**src/rtl/vita49_pkt_framer_if.sv**
```systemverilog
// AXI4-Stream bundle shared by the framer's sample input and packet output.
//   TDATA  : 8*NUM_BYTES-bit stream word
//   TSTRB  : byte strobes
//   TLAST  : end of packet
//   TVALID : source has a word
//   TREADY : sink accepts the word
// master drives TDATA/TSTRB/TLAST/TVALID; slave drives TREADY.
interface vita49_pkt_framer_if #(
   parameter int unsigned NUM_BYTES = 4
);
   logic [8*NUM_BYTES-1:0] TDATA;
   logic [NUM_BYTES-1:0]   TSTRB;
   logic                   TLAST;
   logic                   TVALID;
   logic                   TREADY;

   modport master (output TDATA, TSTRB, TLAST, TVALID, input TREADY);
   modport slave  (input TDATA, TSTRB, TLAST, TVALID, output TREADY);
endinterface

```
**src/rtl/vita49_pkt_framer.sv**
```systemverilog
// VITA-49 IF Data packet framer: wraps a continuous 32-bit sample stream
// into packets of header, Stream ID, TSI, TSF (two words) and N payload
// words. Timestamps and Stream ID are captured when a packet starts.
// Ports:
//   AXIS_ACLK, AXIS_ARESET : clock, synchronous active-high reset
//   S_AXIS (slave)         : sample input; TSTRB/TLAST ignored
//   M_AXIS (master)        : framed packet output, TSTRB tied to 4'hF
//   en                     : framing enable, sampled only between packets
//   stream_id, tsi, tsf    : header field sources
//   payload_words          : payload length N (0 behaves as 1)
//   pkt_sent               : saturating count of completed packets
//   busy                   : high while a packet is in progress
// Build option: define VITA49_FRAMER_TRAILER_EN to append an all-zero
// trailer word and set the header T bit.
module vita49_pkt_framer #(
   parameter int unsigned C_AXIS_TDATA_NUM_BYTES = 4,
   parameter int unsigned C_LEN_W                = 16
) (
   input  logic                 AXIS_ACLK,
   input  logic                 AXIS_ARESET,
   vita49_pkt_framer_if.slave   S_AXIS,
   vita49_pkt_framer_if.master  M_AXIS,
   input  logic                 en,
   input  logic [31:0]          stream_id,
   input  logic [C_LEN_W-1:0]   payload_words,
   input  logic [31:0]          tsi,
   input  logic [63:0]          tsf,
   output logic [31:0]          pkt_sent,
   output logic                 busy
);

   if (C_AXIS_TDATA_NUM_BYTES != 4) begin : g_width_check
      $error("vita49_pkt_framer: C_AXIS_TDATA_NUM_BYTES must be 4");
   end

`ifdef VITA49_FRAMER_TRAILER_EN
   localparam logic        T_BIT    = 1'b1;
   localparam int unsigned OVERHEAD = 6;
`else
   localparam logic        T_BIT    = 1'b0;
   localparam int unsigned OVERHEAD = 5;
`endif

   typedef enum logic [2:0] {
      S_IDLE,
      S_HDR,
      S_SID,
      S_TSI,
      S_TSFH,
      S_TSFL,
      S_PAYLOAD
`ifdef VITA49_FRAMER_TRAILER_EN
      , S_TRAILER
`endif
   } state_t;

   state_t               state_q;
   logic [31:0]          data_q;
   logic                 valid_q;
   logic                 last_q;
   logic [31:0]          sid_q;
   logic [31:0]          tsi_q;
   logic [63:0]          tsf_q;
   logic [C_LEN_W-1:0]   n_q;
   logic [C_LEN_W-1:0]   cnt_q;
   logic [3:0]           pkt_cnt_q;

   logic [C_LEN_W-1:0]   n_eff_c;
   logic [15:0]          size_c;
   logic [31:0]          hdr_word_c;
   logic                 in_payload_c;
   logic                 last_word_c;
   logic                 pay_last_c;
   logic                 unused_in_c;

   assign unused_in_c = ^{S_AXIS.TSTRB, S_AXIS.TLAST};

   // Header word for the packet about to start
   assign n_eff_c    = (payload_words == '0) ? C_LEN_W'(1) : payload_words;
   assign size_c     = 16'(n_eff_c) + 16'(OVERHEAD);
   assign hdr_word_c = {4'b0001, 1'b0, T_BIT, 2'b00, 2'b01, 2'b10, pkt_cnt_q, size_c};

   assign in_payload_c = (state_q == S_PAYLOAD);
   assign last_word_c  = (cnt_q == n_q - C_LEN_W'(1));

`ifdef VITA49_FRAMER_TRAILER_EN
   assign pay_last_c = 1'b0;
`else
   assign pay_last_c = last_word_c;
`endif

   // Payload is a zero-latency passthrough; all other words come from data_q
   assign M_AXIS.TDATA  = in_payload_c ? S_AXIS.TDATA  : data_q;
   assign M_AXIS.TVALID = in_payload_c ? S_AXIS.TVALID : valid_q;
   assign M_AXIS.TLAST  = in_payload_c ? pay_last_c    : last_q;
   assign M_AXIS.TSTRB  = 4'hF;
   assign S_AXIS.TREADY = in_payload_c & M_AXIS.TREADY;

   // Framing state machine with registered header words and status
   always_ff @(posedge AXIS_ACLK) begin
      if (AXIS_ARESET) begin
         state_q   <= S_IDLE;
         data_q    <= '0;
         valid_q   <= 1'b0;
         last_q    <= 1'b0;
         sid_q     <= '0;
         tsi_q     <= '0;
         tsf_q     <= '0;
         n_q       <= C_LEN_W'(1);
         cnt_q     <= '0;
         pkt_cnt_q <= '0;
         pkt_sent  <= '0;
         busy      <= 1'b0;
      end else begin
         case (state_q)
            S_IDLE: begin
               if (en && S_AXIS.TVALID) begin
                  sid_q   <= stream_id;
                  tsi_q   <= tsi;
                  tsf_q   <= tsf;
                  n_q     <= n_eff_c;
                  cnt_q   <= '0;
                  data_q  <= hdr_word_c;
                  valid_q <= 1'b1;
                  last_q  <= 1'b0;
                  busy    <= 1'b1;
                  state_q <= S_HDR;
               end
            end
            S_HDR: if (M_AXIS.TREADY) begin
               data_q  <= sid_q;
               state_q <= S_SID;
            end
            S_SID: if (M_AXIS.TREADY) begin
               data_q  <= tsi_q;
               state_q <= S_TSI;
            end
            S_TSI: if (M_AXIS.TREADY) begin
               data_q  <= tsf_q[63:32];
               state_q <= S_TSFH;
            end
            S_TSFH: if (M_AXIS.TREADY) begin
               data_q  <= tsf_q[31:0];
               state_q <= S_TSFL;
            end
            S_TSFL: if (M_AXIS.TREADY) begin
               data_q  <= '0;
               valid_q <= 1'b0;
               state_q <= S_PAYLOAD;
            end
            S_PAYLOAD: begin
               if (S_AXIS.TVALID && M_AXIS.TREADY) begin
                  cnt_q <= cnt_q + C_LEN_W'(1);
                  if (last_word_c) begin
`ifdef VITA49_FRAMER_TRAILER_EN
                     data_q  <= '0;
                     valid_q <= 1'b1;
                     last_q  <= 1'b1;
                     state_q <= S_TRAILER;
`else
                     busy      <= 1'b0;
                     pkt_cnt_q <= pkt_cnt_q + 4'd1;
                     if (pkt_sent != 32'hFFFF_FFFF) pkt_sent <= pkt_sent + 32'd1;
                     state_q   <= S_IDLE;
`endif
                  end
               end
            end
`ifdef VITA49_FRAMER_TRAILER_EN
            S_TRAILER: if (M_AXIS.TREADY) begin
               valid_q   <= 1'b0;
               last_q    <= 1'b0;
               busy      <= 1'b0;
               pkt_cnt_q <= pkt_cnt_q + 4'd1;
               if (pkt_sent != 32'hFFFF_FFFF) pkt_sent <= pkt_sent + 32'd1;
               state_q   <= S_IDLE;
            end
`endif
            default: begin
               valid_q <= 1'b0;
               last_q  <= 1'b0;
               busy    <= 1'b0;
               state_q <= S_IDLE;
            end
         endcase
      end
   end

endmodule
```
**src/flat_wrapper.sv**
```systemverilog
// flat-port wrapper written by rule: the top's interface ports become plain ports
module vita49_pkt_framer_flat 
#(
   parameter int unsigned C_AXIS_TDATA_NUM_BYTES = 4,
   parameter int unsigned C_LEN_W                = 16
)
  (AXIS_ACLK, AXIS_ARESET, en, stream_id, payload_words, tsi, tsf, pkt_sent, busy, S_AXIS_TDATA, S_AXIS_TSTRB, S_AXIS_TLAST, S_AXIS_TVALID, S_AXIS_TREADY, M_AXIS_TDATA, M_AXIS_TSTRB, M_AXIS_TLAST, M_AXIS_TVALID, M_AXIS_TREADY);
  vita49_pkt_framer_if S_AXIS_i ();
  vita49_pkt_framer_if M_AXIS_i ();
  input  logic AXIS_ACLK;
  input  logic AXIS_ARESET;
  input  logic en;
  input  logic [31:0] stream_id;
  input  logic [C_LEN_W-1:0] payload_words;
  input  logic [31:0] tsi;
  input  logic [63:0] tsf;
  output logic [31:0] pkt_sent;
  output logic busy;
  input wire logic [$bits(S_AXIS_i.TDATA)-1:0] S_AXIS_TDATA;
  input wire logic [$bits(S_AXIS_i.TSTRB)-1:0] S_AXIS_TSTRB;
  input wire logic [$bits(S_AXIS_i.TLAST)-1:0] S_AXIS_TLAST;
  input wire logic [$bits(S_AXIS_i.TVALID)-1:0] S_AXIS_TVALID;
  output wire logic [$bits(S_AXIS_i.TREADY)-1:0] S_AXIS_TREADY;
  output wire logic [$bits(M_AXIS_i.TDATA)-1:0] M_AXIS_TDATA;
  output wire logic [$bits(M_AXIS_i.TSTRB)-1:0] M_AXIS_TSTRB;
  output wire logic [$bits(M_AXIS_i.TLAST)-1:0] M_AXIS_TLAST;
  output wire logic [$bits(M_AXIS_i.TVALID)-1:0] M_AXIS_TVALID;
  input wire logic [$bits(M_AXIS_i.TREADY)-1:0] M_AXIS_TREADY;
  assign S_AXIS_i.TDATA = S_AXIS_TDATA;
  assign S_AXIS_i.TSTRB = S_AXIS_TSTRB;
  assign S_AXIS_i.TLAST = S_AXIS_TLAST;
  assign S_AXIS_i.TVALID = S_AXIS_TVALID;
  assign S_AXIS_TREADY = S_AXIS_i.TREADY;
  assign M_AXIS_TDATA = M_AXIS_i.TDATA;
  assign M_AXIS_TSTRB = M_AXIS_i.TSTRB;
  assign M_AXIS_TLAST = M_AXIS_i.TLAST;
  assign M_AXIS_TVALID = M_AXIS_i.TVALID;
  assign M_AXIS_i.TREADY = M_AXIS_TREADY;
  vita49_pkt_framer #(.C_AXIS_TDATA_NUM_BYTES(C_AXIS_TDATA_NUM_BYTES), .C_LEN_W(C_LEN_W)) u_core (.AXIS_ACLK(AXIS_ACLK), .AXIS_ARESET(AXIS_ARESET), .S_AXIS(S_AXIS_i), .M_AXIS(M_AXIS_i), .en(en), .stream_id(stream_id), .payload_words(payload_words), .tsi(tsi), .tsf(tsf), .pkt_sent(pkt_sent), .busy(busy));
endmodule
```
**config.mk**
```make
export PLATFORM = sky130hd
export DESIGN_NAME = vita49_pkt_framer_flat
export DESIGN_NICKNAME = d
export VERILOG_FILES = /design/src/rtl/vita49_pkt_framer_if.sv /design/src/rtl/vita49_pkt_framer.sv /design/src/flat_wrapper.sv
export SDC_FILE = /design/constraint.sdc
export NUM_CORES = 1
export LEC_CHECK = 0
export CORE_MARGIN = 1.5
export CORE_UTILIZATION = 35
export CTS_CLUSTER_DIAMETER = 80
export CTS_CLUSTER_SIZE = 24
export DETAILED_ROUTE_END_ITERATION = 10
export DONT_BUFFER_PORTS = 1
export SLEW_MARGIN = 20
export SYNTH_ARGS = -nofsm -noshare
export SYNTH_HDL_FRONTEND = slang
export SYNTH_SLANG_ARGS = --single-unit
```
**constraint.sdc**
```tcl
create_clock -name AXIS_ACLK -period 2.6 [get_ports AXIS_ACLK]
set_input_delay 0.39 -clock AXIS_ACLK [delete_from_list [all_inputs] [get_ports AXIS_ACLK]]
set_output_delay 0.39 -clock AXIS_ACLK [all_outputs]
set_load 0.01 [all_outputs]
```
==> metrics.yaml <==
powerDensity_nw_per_um2: 854
core_area_um2: 31500
synth_cell_types: 66
cp-startpoint: "u_core.n_q[5]"
maxSlewHeadroom: 0.503
synth_edf_count: 0
seqPwrFrac: 0.370
vias: 10698
p_sw_uw: 4750
htreeDepth: 1
worstSkewPairLatency_ns: 0.52
hold_start: "tsf[30]"
maxSlewViolCount: 0
vdd_drop_max_mv: 0.693
power_frac_comb: 0.397
drtAntennaViolNets: 0
period_needed_ns: 3.14
pwr-share-clk: 0.234
synth_top_flop_cell: "dfxtp_1"
place.gp.congestion: 0.864
netlist.area_leader.share: 0.418
min_period_over_period: 1.21
finalSetupViolCount: 40
grt.overflow.total: 0
antenna_found_initial: 7
arrival_ns: 2.75
dp.cells: 1813
synth.largest_area_cell: "dfxtp_1"
path_clk_slew_ns: 0.09
setup_ws_ns: -0.540
ys_seq_area_frac: 0.418
area.growth.synth_to_final_pct: 27.8
max_cap_violations: 0
synth_compound_area_frac: 0.166
io_pins: 258
yosysWarnings: 0
crit_path_start_kind: "register"
wirelength_um: 38000
dieArea_um2: 33000
nets: 1745
grt_max_degree: 146
yosys-top-cells-area: "dfxtp_1 (42%), nand2_1 (11%), a21oi_1 (8.7%)"
max_freq_mhz: 319
grt_pass1_wl_um: 57600
async_flop_share: 0
hold_viol_final: 0
ys_ff_latch: 233
finalNonFillerCells: 1972
final_core_util: 0.454
clock_skew_ns: 0.0384
cts_made_buffers: 17
r2r_start: "u_core.n_q[0]"
synth_most_common_cell: "nand2_1"
synth_area_um2: 11200
worst_pin_slew_ns: 0.740
worst-path-max-fanout: 4
wl_per_cell_um: 19.3
drcViolationCount: 0
hpwl_um: 24900
ys_top_cells_by_count: "nand2_1 (342), dfxtp_1 (233), a21oi_1 (194), nor2_1 (101), clkbuf_1 (86)"
rsz0062_at_grt: "true"
synthXorXnorAreaFrac: 0.0478
cts.sinks: 233
synth_mux_area_frac: 0.0768
switching_share: 0.390
cp.required_ns: 2.21
violations: "negative setup slack"
grt_pass1_vias: 10347
avgViaCountPerCell: 5.42
cts-root-buf: "clkbuf_16"
outcome: "complete, but fails checks"
drive_gt1_frac: 0.161
path_class: "register to output pin"
power.leakage_uw: 0.00525
syn_inst: 1423
yosys.area_share.simple: 0.242
cts_tree: "yes"
synth.avg_cell_area_um2: 7.85
drt-pass1-iter-count: 5
row_count: 65
io_buffers: 0
die_x_um: 182
synth_top_family_by_area: "simple AND/OR/NAND/NOR gates"
whs_path_depth: 2
die_y_um: 182
p_int_uw: 7440
cts.path.max_buffers: 3
crit_path_end_kind: "output pin"
worstHoldPathType: "primary input to register"
reg2regPathDepth: 14
synth_fa_ha_area_frac: 0.00448
drt_iter0_drc: 653
finalPower_uw: 12200
start_util: 0.355
track_usage: 0.220
-- path summary, 6_finish.rpt --
check                         to  slack (ns)
min reg2reg     u_core.tsf_q[51]        0.46
max                 M_AXIS_TLAST       -0.54
min             u_core.tsf_q[30]        0.02
max reg2reg  u_core.pkt_sent[11]       -0.37
-- cell usage in the layout, fill, tap and decap left out, drive strengths merged, types with 4 or more instances in the layout --
cell / count
nand2: 342
dfxtp: 233
a21oi: 194
buf: 108
dlygate4sd3: 105
nor2: 102
mux2: 47
xnor2: 40
nand3: 32
o21ai: 31
nor3: 28
nand4: 27
inv: 27
mux2i: 26
xor2: 21
clkbuf: 18
a221oi: 18
nor2b: 16
nor4: 15
o211ai: 10
or3: 10
a211oi: 9
or4: 7
diode: 6
nand2b: 6
a22oi: 5
and3: 5
a222oi: 5
o22ai: 5
and2: 5
o221ai: 4
a21o: 4
o311ai: 4
and4: 4
conb: 4
ha: 4
o31ai: 4
-- metal layers --
metal  vias up  wire (µm)  global-route usage
li1       5178          -                   -
met2       360      17700               0.365
met4         2       1240              0.0817
met5         -         17                   0
met3        72       2500              0.0379
met1      5086      16500               0.287
-- state kept, by name, indices dropped and copies added (netlist names) --
signal / cells
u_core.tsf_q: 64
u_core.data_q: 32
u_core.pkt_sent: 32
u_core.sid_q: 32
u_core.tsi_q: 32
u_core.cnt_q: 16
u_core.n_q: 16
u_core.pkt_cnt_q: 4
u_core.state_q: 3
u_core.busy: 1
u_core.valid_q: 1
-- power groups by stage --
stage | Combinational [µW] | Sequential, µW | Clock, µW
after floorplan | 2910 | 4340 | 0
after global placement | 4050 | 4550 | 0
after detailed placement | 4090 | 4560 | 0
after CTS | 4550 | 4480 | 2930
after global routing | 5230 | 4550 | 3060
final | 4830 | 4500 | 2850
-- critical path: stages (launching register included) --
cell and delay, ns:
dfxtp_2 0.32, or4_4 0.59, nor3_4 0.21, mux2i_1 0.12, a311oi_2 0.31, nand4_2 0.15, buf_6 0.16, buf_12 0.12
nor3_4 0.16, buf_6 0.12
-- cell type report --
| type | instances | area, µm² |
|---|---|---|
| Fill cell | 3112 | 17200 |
| Multi-Input combinational cell | 1067 | 6360 |
| Sequential cell | 233 | 4680 |
| Timing Repair Buffer | 215 | 2070 |
| Tap cell | 402 | 503 |
| Clock buffer | 17 | 425 |
| Clock inverter | 11 | 140 |
| Inverter | 21 | 78.8 |
| Antenna cell | 6 | 15.0 |
-- cells by family (layout without fill, tap and decap cells) --
kind of cell	after synthesis	after routing
AO/OA/AOI/OAI	314	314
XOR/XNOR	61	61
adder cells (fa/ha/maj)	4	4
buffers and inverters	126	264
flip-flops	233	233
multiplexers	76	76
other	1	10
AND/OR/NAND/NOR	608	608
-- timing repair --
item                                    in CTS  in global routing
endpoints found under the hold margin      175                  0
pin swaps                                   20                 32
endpoints found under the setup margin      40                 63
hold buffers                               107                  0
buffers inserted                             7                  9
gates resized for setup                     27                 46
gates cloned                                 0                  2
-- per-stage QoR --
| step | cell area [µm²] | worst slack (ns) | setup TNS (ns) | hold slack [ns] |
|---|---|---|---|---|
| CTS | 13900 | -0.561 | -10.68 | 0.000413 |
| floorplan | 11200 | -0.0842 | -0.243 | 0.428 |
| finish | 14300 | -0.540 | -9.50 | 0.0160 |
| global route | 14300 | -0.630 | -14.28 | 0.0108 |
| detailed placement | 12100 | -0.238 | -4.37 | 0.438 |
| global placement | 12100 | -0.222 | -3.87 | 0.437 |
(Power assumes the default switching activity.)
